File: config.mk
export PLATFORM = sky130hd
export DESIGN_NAME = mult_div_sequencer
export DESIGN_NICKNAME = d
export VERILOG_FILES = /design/src/rtl/mult_div_pkg.sv /design/src/rtl/mult_div_sequencer.sv
export SDC_FILE = /design/constraint.sdc
export NUM_CORES = 1
export LEC_CHECK = 0
export CORE_AREA = 2 2 162 164
export CTS_CLUSTER_DIAMETER = 60
export DETAILED_ROUTE_END_ITERATION = 8
export DIE_AREA = 0 0 164 166
export PLACE_DENSITY = 0.76
export SLEW_MARGIN = 5
export SYNTH_ARGS = -nofsm -noshare
export SYNTH_HDL_FRONTEND = slang
export SYNTH_SLANG_ARGS = --single-unit
File: constraint.sdc
create_clock -name clk -period 3.8 [get_ports clk]
set_clock_uncertainty 0.15 [all_clocks]
set_input_delay 0.38 -clock clk [delete_from_list [all_inputs] [get_ports clk]]
set_output_delay 0.38 -clock clk [all_outputs]
set_load 0.005 [all_outputs]
File: src/rtl/mult_div_pkg.sv
// Shared definitions for the MULT/DIV sequencer: opcode classes, FSM states
// and the iteration counter sizing helper.
package mult_div_pkg;

    localparam logic OP_MULT = 1'b0;
    localparam logic OP_DIV  = 1'b1;

    typedef enum logic [1:0] {
        S_IDLE = 2'd0,
        S_RUN  = 2'd1,
        S_FIX  = 2'd2,
        S_DONE = 2'd3
    } state_t;

    function automatic int unsigned cnt_width(input int unsigned width);
        return (width > 1) ? $clog2(width) : 1;
    endfunction

endpackage

File: src/rtl/mult_div_sequencer.sv
// Multicycle MIPS MULT/DIV unit: radix-2 Booth multiply and restoring divide
// sharing one 2W+1-bit shift register and one W+1-bit adder/subtractor.
module mult_div_sequencer
    import mult_div_pkg::*;
#(
    parameter int unsigned WIDTH = 32
) (
    input  logic             clk,
    input  logic             reset,
    input  logic             start,
    input  logic             op,
    input  logic [WIDTH-1:0] a,
    input  logic [WIDTH-1:0] b,
    output logic             busy,
    output logic             done,
    output logic             div_zero,
    output logic [WIDTH-1:0] hi,
    output logic [WIDTH-1:0] lo
);

    localparam int unsigned     CNT_W    = cnt_width(WIDTH);
    localparam int unsigned     ACC_W    = 2 * WIDTH + 1;
    localparam logic [CNT_W-1:0] CNT_LAST = CNT_W'(WIDTH - 1);

    state_t             state_q, state_d;
    logic [CNT_W-1:0]   cnt_q, cnt_d;
    logic               op_q, op_d;
    logic [WIDTH-1:0]   opd_q, opd_d;     // multiplicand (MULT) or |divisor| (DIV)
    logic               rem_neg_q, rem_neg_d;
    logic               quo_neg_q, quo_neg_d;
    logic [ACC_W-1:0]   acc_q, acc_d;
    logic [WIDTH-1:0]   hi_q, hi_d, lo_q, lo_d;
    logic               busy_q, busy_d, done_q, done_d, dz_q, dz_d;

    logic [WIDTH:0]     alu_x, alu_y, alu_sum, div_rem_sh;
    logic               alu_sub;
    logic [WIDTH-1:0]   abs_a, abs_b;

    always_comb begin
        abs_a = a[WIDTH-1] ? -a : a;
        abs_b = b[WIDTH-1] ? -b : b;
    end

    // Booth works on the sign-extended upper half so that subtracting the most
    // negative multiplicand cannot overflow; DIV trial-subtracts from the
    // remainder after its left shift.
    always_comb begin
        div_rem_sh = acc_q[2*WIDTH-1:WIDTH-1];
        alu_x      = '0;
        alu_y      = '0;
        alu_sub    = 1'b0;
        if (op_q == OP_MULT) begin
            alu_x = {acc_q[ACC_W-1], acc_q[ACC_W-1:WIDTH+1]};
            alu_y = {opd_q[WIDTH-1], opd_q};
            case (acc_q[1:0])
                2'b01:   alu_sub = 1'b0;
                2'b10:   alu_sub = 1'b1;
                default: alu_y   = '0;
            endcase
        end else begin
            alu_x   = div_rem_sh;
            alu_y   = {1'b0, opd_q};
            alu_sub = 1'b1;
        end
        alu_sum = alu_x + (alu_y ^ {(WIDTH+1){alu_sub}}) + {{WIDTH{1'b0}}, alu_sub};
    end

    always_comb begin
        state_d   = state_q;
        cnt_d     = cnt_q;
        op_d      = op_q;
        opd_d     = opd_q;
        rem_neg_d = rem_neg_q;
        quo_neg_d = quo_neg_q;
        acc_d     = acc_q;
        hi_d      = hi_q;
        lo_d      = lo_q;
        dz_d      = 1'b0;
        case (state_q)
            S_IDLE: begin
                if (start) begin
                    op_d  = op;
                    cnt_d = '0;
                    if (op == OP_MULT) begin
                        opd_d   = a;
                        acc_d   = {{WIDTH{1'b0}}, b, 1'b0};
                        state_d = S_RUN;
                    end else if (b == '0) begin
                        dz_d    = 1'b1;
                        state_d = S_DONE;
                    end else begin
                        opd_d     = abs_b;
                        rem_neg_d = a[WIDTH-1];
                        quo_neg_d = a[WIDTH-1] ^ b[WIDTH-1];
                        acc_d     = {{(WIDTH+1){1'b0}}, abs_a};
                        state_d   = S_RUN;
                    end
                end
            end
            S_RUN: begin
                if (op_q == OP_MULT) begin
                    acc_d = {alu_sum, acc_q[WIDTH:1]};
                end else if (alu_sum[WIDTH]) begin
                    acc_d = {1'b0, div_rem_sh[WIDTH-1:0], acc_q[WIDTH-2:0], 1'b0};
                end else begin
                    acc_d = {1'b0, alu_sum[WIDTH-1:0], acc_q[WIDTH-2:0], 1'b1};
                end
                cnt_d = cnt_q + CNT_W'(1);
                if (cnt_q == CNT_LAST) begin
                    state_d = S_FIX;
                end
            end
            S_FIX: begin
                if (op_q == OP_MULT) begin
                    {hi_d, lo_d} = acc_q[ACC_W-1:1];
                end else begin
                    lo_d = quo_neg_q ? -acc_q[WIDTH-1:0] : acc_q[WIDTH-1:0];
                    hi_d = rem_neg_q ? -acc_q[2*WIDTH-1:WIDTH] : acc_q[2*WIDTH-1:WIDTH];
                end
                state_d = S_DONE;
            end
            S_DONE:  state_d = S_IDLE;
            default: state_d = S_IDLE;
        endcase
        busy_d = (state_d != S_IDLE);
        done_d = (state_d == S_DONE);
    end

    always_ff @(posedge clk) begin
        if (reset) begin
            state_q   <= S_IDLE;
            cnt_q     <= '0;
            op_q      <= OP_MULT;
            opd_q     <= '0;
            rem_neg_q <= 1'b0;
            quo_neg_q <= 1'b0;
            acc_q     <= '0;
            hi_q      <= '0;
            lo_q      <= '0;
            busy_q    <= 1'b0;
            done_q    <= 1'b0;
            dz_q      <= 1'b0;
        end else begin
            state_q   <= state_d;
            cnt_q     <= cnt_d;
            op_q      <= op_d;
            opd_q     <= opd_d;
            rem_neg_q <= rem_neg_d;
            quo_neg_q <= quo_neg_d;
            acc_q     <= acc_d;
            hi_q      <= hi_d;
            lo_q      <= lo_d;
            busy_q    <= busy_d;
            done_q    <= done_d;
            dz_q      <= dz_d;
        end
    end

    assign busy     = busy_q;
    assign done     = done_q;
    assign div_zero = dz_q;
    assign hi       = hi_q;
    assign lo       = lo_q;

endmodule

**After elaboration in Yosys (flattened, before gate mapping)**

Cells that the tools add are included.

- Register bits after elaboration: 174
- Input bits: 68
- Output and inout bits: 67
- Word-level logic and storage cells: 73

- Add/sub/neg operators: 7
- Equality and inequality tests: 10
- Muxes and demuxes: 27
- Bitwise operators: 6
- Reduce and logical (&&, ||, !) cells: 11

Operator list:

| kind | number |
|---|---|
| 2-to-1 mux 65 bit | 4 |
| 2-to-1 mux 32 bit | 8 |
| one-hot mux 65 bit (2 select lines) | 1 |
| negator 32 bit | 4 |
| 2-to-1 mux 33 bit | 3 |
| 2-to-1 mux 64 bit | 1 |
| adder 33 x 1 -> 33 bit | 1 |
| adder 33 bit | 1 |
| bitwise XOR 33 bit | 1 |
| logical NOT 32 bit | 1 |
| one-hot mux 5 bit (2 select lines) | 1 |
| equality test 2 bit (second input constant) | 4 |
| 2-to-1 mux 2 bit | 4 |
| one-hot mux 2 bit (4 select lines) | 1 |
| AND reduction 3 bit | 2 |
| adder 5 x 1 -> 5 bit (second input constant) | 1 |
| equality test 5 bit (second input constant) | 1 |
| 2-to-1 mux 5 bit | 1 |
| equality test 2 x 1 -> 1 bit (second input constant) | 2 |
| inequality test 2 bit (second input constant) | 2 |
| NOT 1 bit | 4 |
| AND reduction 2 bit | 2 |
| AND reduction 4 bit | 1 |
| nonzero test 2 bit | 2 |
| other kinds (6) | 8 |

**Logic depth before layout (Yosys ltp)**

- Word-level depth: 10
- Gate-level depth with buffers: 17
- Depth with buffers taken out: 14

**Worst setup path after synthesis**

Ideal clock, no wire load.

- Path kind: register to register
- From: register op_q
- To: register acc_q[51]
- Library setup time: 0.125 ns
- Arrival time: 3.921 ns
- Required time: 3.525 ns
- Slack: -0.397 ns
- Cell stages (with the launch flop): 16
- Buffers on the path: 5
- Period minus slack after synthesis: 4.197 ns
- Cells stage by stage: dfxtp_1 clkbuf_1 clkbuf_1 clkbuf_1 mux2_2 ha_1 clkbuf_1 nand4_1 nor4_1 nor2b_1 o211ai_1 nand3_1 mux2_2 buf_2 nand2_1 o21ai_0

- Cells in the longest elaborated chain, start to end: 7
- Elaborated cells on any way between the ends: 9
- Those cells by class: 2 x add/sub; 6 x mux; 1 x bitwise

Ends and longest elaborated chain:

| element | line | text |
|---|---|---|
| start: declaration | mult_div_sequencer.sv:27 | `logic op_q, op_d;` |
| start signal: assignment | mult_div_sequencer.sv:146 | `op_q <= op_d;` |
| 2-to-1 mux 33 bit / 2-to-1 mux 1 bit (equally long branches) | mult_div_sequencer.sv:52 | `if (op_q == OP_MULT) begin` |
| bitwise XOR 33 bit | mult_div_sequencer.sv:65 | `alu_sum = alu_x + (alu_y ^ {(WIDTH+1){alu_sub}}) + {{WIDTH{1'b0}}, alu_sub};` |
| adder 33 bit | mult_div_sequencer.sv:65 |  |
| adder 33 x 1 -> 33 bit | mult_div_sequencer.sv:65 |  |
| 2-to-1 mux 64 bit | mult_div_sequencer.sv:103 | `end else if (alu_sum[WIDTH]) begin` |
| 2-to-1 mux 65 bit (*) | mult_div_sequencer.sv:101 | `if (op_q == OP_MULT) begin` |
| one-hot mux 65 bit (2 select lines) (*) | mult_div_sequencer.sv:79 | `case (state_q)` |
| end signal: assignment | mult_div_sequencer.sv:137 | `acc_q <= '0;` |
| end signal: assignment | mult_div_sequencer.sv:150 | `acc_q <= acc_d;` |
| end: declaration | mult_div_sequencer.sv:31 | `logic [ACC_W-1:0] acc_q, acc_d;` |

Mark *: on every way between the ends. The rest lies on a longest branch, timed or not.
A chain may end at the register's enable or synchronous reset.

**Worst setup path in the final report**

- From: register acc_q[0]
- To: register acc_q[38]

- Cells in the longest elaborated chain, start to end: 10
- Elaborated cells on any way between the ends: 13
- Those cells by class: 2 x add/sub; 2 x eq/ne; 7 x mux; 1 x bitwise; 1 x reduce/logical

Ends and longest elaborated chain:

| element | line | text |
|---|---|---|
| equality test 2 bit / equality test 2 x 1 -> 1 bit (equally long branches) | mult_div_sequencer.sv:55 | `case (acc_q[1:0])` |
| OR reduction 2 bit (no line) | - |  |
| 2-to-1 mux 33 bit | mult_div_sequencer.sv:55 |  |
| 2-to-1 mux 33 bit | mult_div_sequencer.sv:52 |  |
| bitwise XOR 33 bit | mult_div_sequencer.sv:65 |  |
| adder 33 bit | mult_div_sequencer.sv:65 |  |
| adder 33 x 1 -> 33 bit (*) | mult_div_sequencer.sv:65 |  |
| 2-to-1 mux 64 bit | mult_div_sequencer.sv:103 |  |
| 2-to-1 mux 65 bit (*) | mult_div_sequencer.sv:101 |  |
| one-hot mux 65 bit (2 select lines) (*) | mult_div_sequencer.sv:79 |  |

Marked as above.

==> metrics.csv <==
metric,value,unit
synthAdderAreaFrac,0.0374,
htreeDepth,4,
die_x,164,um
synth_common_cells,"226 x nor2_1, 181 x nand2_1, 174 x dfxtp_1",
grt_overflow_total,0,
cts_hold_buf,0,
critPathBufInv,5,
synthSimpleGateAreaFrac,0.197,
crit_family,compound AO/OA/AOI/OAI gates,
fmax,266,MHz
vias_per_cell,6.17,
avgSynthCellArea,7.55,um^2
wl_per_cell,18.8,um
first_global_vias,11900,
antenna_found_initial,0,
cp_cell_sequence,"inv_2, buf_4, ha_4, nor2_4, buf_12, clkbuf_16, xor2_1, ha_2, a21oi_2, o211ai_1, a21o_1, o211ai_1, nand3_2, mux2_4, clkbuf_16, mux2i_1, o21ai_0",
outcome,completed,
synth_most_common_cell,nor2_1,
synth_area_leaders,"dfxtp_1 26%, xor2_1 9.9%, nor2_1 6.4%",
ys.flop_type,dfxtp_1,
leakagePower,6.17,nW
nets,1969,
wirelength,41600,um
grtUsageTotal,0.294,
synthArstFlopShare,0,
row_count,59,
wl_met3,3560,um
synth-seq-cells,174,
p_per_area,361,nW/um^2
relSlewSlack,0.271,
min_path_cells,2,
synth_cell_types,71,
synth_cells,1756,
cts-root-buf,clkbuf_16,
synth_seq_area_share,0.263,
ir_worst_vdd,0.000266,V
period_share,0.989,
yosysWarnings,0,
crit_arrival,3970,ps
place_congestion,0.998,
cp_data_required_time,4010,ps
clock-sinks,174,
drive_above_1_share,0.133,
wl_met1,18900,um
syn-num-nets,1863,
synth_top_area_share,0.263,
cp.depth,17,
dr.max_layer_used,met4,
cts_made_buffers,17,
cpPeakStageDelay,400,ps
io_buffers,134,
drtIter0Drc,1664,
synth_top_area_cell,dfxtp_1,
hp-class,primary input to flip-flop,
synth_top_family_by_area,compound AO/OA/AOI/OAI gates,
clk_path_buf_depth,2,
clk_latency,440,ps
yosys-mux-area-fraction,0.0772,
layout-area-overhead-vs-synth,21.8,%
drv_cap,0,
rsz0062_at_grt,true,
hold_viol,0,
n_antenna_cell,0,
grt_pass1_wl,64400,um
cts_tree,yes,
first_pass_iters,6,
worstMarginPinSlew,1090,ps
grt_max_degree,101,
worst-path-max-fanout,7,
slowest_stage,mux2_4,
clk_pin_slew,70,ps
wl_met2,18100,um
synthXorXnorAreaFrac,0.116,
vias,13600,
period_needed,3760,ps
die_h,166,um
synth_edf_count,0,
drc,0,
finalPower,5.83,mW
endpoint_kind,flip-flop,
initial_core_util,0.518,
worstRegToRegCells,17,
ant_nets,0,
synth-compound-area-share,0.254,
syn_area,13300,um^2
io-pin-count,135,
hpwlAfterDp,30800,um
setup-violations-final,0,
crit_type,flip-flop to flip-flop,
num-fill-cells,2182,
cp-start-kind,flip-flop,
dieArea,27200,um^2
core-area,25600,um^2
finalSetupTns,0,ps
slew_viol_final,0,
[layer usage]
| metal | vias to the layer above | GRT usage |
|---|---|---|
| met4 | 0 | 0.0873 |
| met2 | 620 | 0.431 |
| met1 | 6417 | 0.447 |
| li1 | 6536 | - |
| met5 | - | 0 |
| met3 | 60 | 0.0370 |
[state kept, by name (all words and copies together) (netlist names)]
name	cells
cnt_q	5
done	1
lo	32
op_q	1
div_zero	1
hi	32
quo_neg_q	1
rem_neg_q	1
opd_q	32
state_q	2
acc_q	65
busy	1
[where the power goes]
part / total, mW / switching [mW] / leakage (nW) / internal [mW]
logic: 2.02 / 1.14 / 4.47 / 0.879
clock network: 1.73 / 0.844 / 0.282 / 0.884
registers: 2.08 / 0.167 / 1.42 / 1.92
total: 5.83 / 2.15 / 6.17 / 3.68
[cell families after synthesis]
logic type	after synthesis
buf+inv	179
fa+ha+maj	39
simple gates	576
mux	97
compound gates	515
xor+xnor	176
flops	174
[worst reg2reg max path, stage by stage (launching register included)]
cell       delay (ps)
dfxtp_2           340
inv_2              50
buf_4             140
ha_4              180
nor2_4            120
buf_12            140
clkbuf_16         160
xor2_1            200
ha_2              350
a21oi_2           180
o211ai_1          140
a21o_1            230
o211ai_1          260
nand3_2           180
mux2_4            400
clkbuf_16         190
mux2i_1           110
o21ai_0           170
[layout by cell type (no fill, tap or decap), types with 14 or more instances in the layout]
cell / Yosys / layout
a211oi_1: 82 / 79
o21ai_0: 88 / 79
xnor2_1: 26 / 26
clkdlybuf4s50_1: 0 / 132
nand4_1: 14 / 14
nor2_1: 226 / 224
o31ai_1: 41 / 40
a21oi_1: 157 / 152
clkbuf_16: 0 / 21
o211ai_1: 39 / 39
mux2_2: 42 / 41
inv_1: 17 / 15
buf_4: 5 / 103
o41ai_1: 15 / 14
nand3_1: 21 / 20
xor2_1: 150 / 148
dfxtp_1: 174 / 171
mux2i_1: 55 / 52
or3_1: 18 / 18
a21o_1: 17 / 17
nor3_1: 15 / 15
ha_1: 38 / 33
nand2_1: 181 / 177
[cell type report]
cell class	count	area, um^2	share of cell area
multi-input combinational	1403	9240	0.572
sequential	174	3490	0.216
timing repair buffer	248	2370	0.146
clock buffer	19	443	0.0274
tap	335	419	0.0259
clock inverter	13	126	0.00782
inverter	18	67.6	0.00418
[metrics by stage]
step	utilization	hold WS, ps	instance area [um^2]	std cells	setup WS, ps
6_report	0.631	238	16200	2210	42.5
5_1_grt	0.631	281	16200	2210	-96.8
4_1_cts	0.618	236	15800	2200	-5.40
3_5_place_dp	0.596	299	15300	2167	-14.8
3_3_place_gp	0.596	294	15300	2167	90.3
2_1_floorplan	-	287	13300	1756	7.23
[what timing repair did]
item	CTS	global route
setup buffers	1	6
gates resized for setup	0	42
setup endpoints to repair	12	34
cloned	0	4
pin swaps	3	22
hold endpoints to repair	0	0
[final timing paths]
path	end	slack, ps	start
worst min-delay path	acc_q[5]$_SDFFE_PP0P_	240	reset
worst max-delay path	acc_q[38]$_SDFFE_PP0P_	40	acc_q[0]$_SDFFE_PP0P_
worst min register to register	hi[30]$_SDFFE_PP0P_	310	hi[30]$_SDFFE_PP0P_
worst max register to register	acc_q[38]$_SDFFE_PP0P_	40	acc_q[0]$_SDFFE_PP0P_
(Power assumes the default switching activity.)
==> variant 1 (config.mk and constraints unchanged) <==
Change the parameter `WIDTH` from 32 to 28.
--- a/src/rtl/mult_div_sequencer.sv
+++ b/src/rtl/mult_div_sequencer.sv
@@ -4,5 +4,5 @@
     import mult_div_pkg::*;
 #(
-    parameter int unsigned WIDTH = 32
+    parameter int unsigned WIDTH = 28
 ) (
     input  logic             clk,
Interface: changed (resized a, b, hi and lo); port bits go from 135 to 119. The function was not compared with the original's and may differ.
==> variant 1 against the unedited design <==
- sequential cell count is 20 lower
- synthesized area fell by 14%
- utilization shrank 6.2 points
- fmax fell by 5.0%
- largest cell class unchanged
- design area is 9.8% lower
- routed wire length is 15% lower
- power fell by 9.8%
- worst setup slack got worse by 0.20 ns
- combinational power down 17%
- via count down 14%
- highest routed layer unchanged
- the flow now finishes with violations (DRC, setup timing)
- first-iteration DRC count shrank 17%
==> variant 1: results <==
set metrics [dict create \
    track_usage_pct 24.54 \
    p_int_w 0.003468 \
    grt_pass1_vias 10210 \
    ir_worst_vdd_mv 0.2581 \
    synth_commonest_cells "nor2_1 (208), nand2_1 (169), dfxtp_1 (154), a21oi_1 (152), xor2_1 (133)" \
    nFillCells 2240 \
    violations "DRC, setup timing" \
    status "finished with violations" \
    arrival_ns 4.18 \
    hpwl_um 24900 \
    largest_reg_flops 57 \
    power.leakage_nw 5.468 \
    yosys-top-cells-area "dfxtp_1 (27%), xor2_1 (10%), nor2_1 (6.9%)" \
    detailroute.via_count 11780 \
    setup_violations 24 \
    drt-initial-drc-count 1378 \
    slowest_stage "or4_1" \
    wl_per_cell_um 17.82 \
    slew_headroom_pct 28.56 \
    dpl_cell_area_um2 13360 \
    nNetsFinal 1730 \
    path_max_fanout 6 \
    grt_pass1_wl_um 54050 \
    yosysSeqAreaShare_pct 27.12 \
    drive_gt1_share_pct 18.14 \
    critPathTopFamily "simple AND/OR/NAND/NOR gates" \
    drcViolationCount 5 \
    synth_cell_types 70 \
    syn_nets 1607 \
    port_buffers 118 \
    drt_first_pass_iters 9 \
    finalWorstSetupSlack_ns -0.1544 \
]
-- variant 1: cell types whose count changed in the layout (fill, tap and decap cells not counted), sizes merged, moves of 16 or more --
cell / change
clkdlybuf4s50: -16
nor2: -19
dfxtp: -20
mux2i: -32
o21ai: -25
xor2: -17
buf: +16
-- variant 1: final cells by class --
cell class | count | area (um2) | share of cell area (%)
clock buffer | 21 | 450.4 | 3.092
clock inverter | 10 | 143.9 | 0.9877
inverter | 16 | 62.56 | 0.4294
multi-input combinational | 1202 | 8132 | 55.82
sequential | 154 | 3092 | 21.22
tap | 335 | 419.2 | 2.877
timing repair buffer | 245 | 2268 | 15.57
-- variant 1: worst paths after layout --
kind,start,end,slack (ns),cells past startpoint
hold / removal,reset,opd_q[20],0.30,2
setup / recovery,acc_q[1],acc_q[56],-0.15,16
hold reg to reg,opd_q[26],opd_q[26],0.31,2
setup reg to reg,acc_q[1],acc_q[56],-0.15,16
-- variant 1: stage by stage --
step | setup WS, ns | setup TNS (ns) | instances
6_report | -0.1544 | -1.446 | 1983
5_1_grt | -0.2283 | -3.155 | 1983
4_1_cts | -0.02308 | -0.04988 | 1977
3_5_place_dp | -0.2015 | -4.984 | 1937
3_3_place_gp | -0.09194 | -1.542 | 1937
2_1_floorplan | -0.2885 | -6.956 | 1513
-- variant 1: kinds of logic (layout without fill, tap and decap cells) --
logic type	after synthesis	after routing	share of synthesized area, %
adders and majority gates	34	34	3.808
AOI/OAI and AO/OA	443	443	25.36
and+or+nand+nor	502	503	19.81
buffers and inverters	158	292	5.624
DFF	154	154	27.12
muxes	65	65	6.185
xor gates and xnor gates	157	157	12.10
-- variant 1: power groups by stage --
stage / Sequential, W / Combinational [W] / Clock, W
global placement: 0.00184 / 0.00143 / 0
finish: 0.00181 / 0.00168 / 0.00176
floorplan: 0.00176 / 0.00104 / 0
global route: 0.00182 / 0.00181 / 0.00183
detailed placement: 0.00184 / 0.00145 / 0
CTS: 0.00181 / 0.00150 / 0.00177
-- variant 1: timing repair --
action,in CTS,in global routing
pin swaps,14,48
hold buffers,0,0
endpoints found under the setup margin,30,30
resized for setup,27,90
setup buffers,6,4
gates cloned,3,2
-- variant 1: per-layer routing --
metal | up-vias | routed length [um] | global-route usage, %
met4 | 0 | 663 | 6.827
met3 | 61 | 2995 | 4.121
li1 | 5644 | - | -
met2 | 541 | 15880 | 36.39
met5 | - | 0 | 0
met1 | 5529 | 15790 | 36.43
==> variant 2 (same settings) <==
Made on the original files. The 4 states of `state_t` get a one-hot encoding in 4 bits.
--- a/src/rtl/mult_div_pkg.sv
+++ b/src/rtl/mult_div_pkg.sv
@@ -6,9 +6,9 @@
     localparam logic OP_DIV  = 1'b1;
 
-    typedef enum logic [1:0] {
-        S_IDLE = 2'd0,
-        S_RUN  = 2'd1,
-        S_FIX  = 2'd2,
-        S_DONE = 2'd3
+    typedef enum logic [3:0] {
+        S_IDLE = 4'b0001,
+        S_RUN  = 4'b0010,
+        S_FIX  = 4'b0100,
+        S_DONE = 4'b1000
     } state_t;
 
Formal check against the unedited RTL: no difference found for any inputs over 10 cycles, from zero or initial values and one cycle with reset high; not proved beyond that.
==> variant 2 against the unedited design <==
- the run now ends with setup timing left
- design area grew 5.1%
- highest routed layer unchanged
- global-route usage grew 0.091 points
- routed wire length grew 0.80%
- first-iteration DRC count shrank 7.9%
- sequential cell count grew 2
- largest power group unchanged
- die area is the same
- worst setup slack lost 0.11 ns
- synthesized area grew 1.4%
- sequential power shrank 2%
- power shrank 4.2%
- via count grew 1.5%
==> variant 2: results <==
set metrics [dict create \
    whs_endpoint "cnt_q[4]" \
    hold_depth 2 \
    wl_per_cell_um 18.23 \
    p_clk_share_pct 34.1 \
    synth_xor_area_share_pct 11.52 \
    finalWorstSetupSlack_ns -0.06634 \
    setup_tns_ns -0.4140 \
    critPathTopFamily "simple AND/OR/NAND/NOR gates" \
    antenna_cells 0 \
    synth_commonest_cells "nor2_1 (240), dfxtp_1 (176), a21oi_1 (166), nand2_1 (162), xor2_1 (142)" \
    drive_gt1_share_pct 16.79 \
    hold_path_class "primary input to register" \
    cp-endpoint "acc_q[50]" \
    slew_headroom_pct 27.63 \
    nNetsFinal 2059 \
    syn_nets 1894 \
    met2_usage_pct 44.76 \
    detailroute.via_count 13840 \
    clock_latency_ns 0.45 \
    wl_um 41940 \
    yosysSeqAreaShare_pct 26.19 \
    seqPwrFrac_pct 36.4 \
    path_max_fanout 11 \
    synth-adder-area-share_pct 3.683 \
    synth_compound_area_share_pct 25.90 \
    power.total_w 0.005586 \
    finalWeightedCongestion 0.9648 \
    grt_use_met3_pct 4.895 \
    switching_share_pct 34.10 \
    met1_length_um 19040 \
    synth_cell_types 74 \
    track_usage_pct 29.51 \
    status "finished with violations" \
    cts_resized 21 \
    clock-sinks 176 \
    ir_worst_vdd_mv 0.2512 \
    grt_max_degree 84 \
    path_depth 16 \
    grt_pass1_vias 12230 \
    grt_pass1_wl_um 65000 \
    slowest_delay_ns 0.34 \
    grtUsageMet1_pct 42.92 \
    arrival_ns 4.01 \
    slowest_stage "dfxtp_2" \
    power.leakage_nw 6.415 \
    drt-initial-drc-count 1532 \
    muxShareOfSynthArea_pct 7.217 \
    syn-mean-instance-area_um2 7.529 \
    post-place-ws_ns -0.2180 \
    route.met3.wl_um 3264 \
    reg2reg_depth 16 \
    setup_violations 19 \
    cts_setup_buffers 5 \
    wl_met2_um 18650 \
    nFillCells 2122 \
    hpwl_um 30900 \
    yosys-top-cells-area "dfxtp_1 (26%), xor2_1 (9.2%), nor2_1 (6.7%)" \
    violations "setup timing" \
    root_buffer "clkbuf_16" \
    dp.cells 2246 \
]
variant 2: cell count changes in the layout (fill, tap and decap cells not counted), sizes merged, moves of 12 or more:
| cell | delta |
|---|---|
| o211ai | -13 |
| a211oi | +27 |
| nor2 | +15 |
| o22ai | +12 |
| buf | +61 |
| nand2 | -19 |
variant 2: area by class of cell:
cell class                 instances  area [um2]  area share (%)
sequential                       176        3530           20.78
multi-input combinational       1427        9470           55.76
clock buffer                      18       439.2           2.586
inverter                          23       86.33          0.5083
timing repair buffer             307        2849           16.77
clock inverter                    14       191.4           1.127
tap                              335       419.2           2.468
variant 2: metrics by stage:
| stage | hold WS, ns | area, um2 |
|---|---|---|
| after floorplan | 0.2866 | 13550 |
| after global placement | 0.2954 | 15770 |
| after detailed placement | 0.2993 | 15770 |
| after CTS | 0.01587 | 16590 |
| after global routing | 0.02521 | 16990 |
| final | 0.02061 | 16990 |
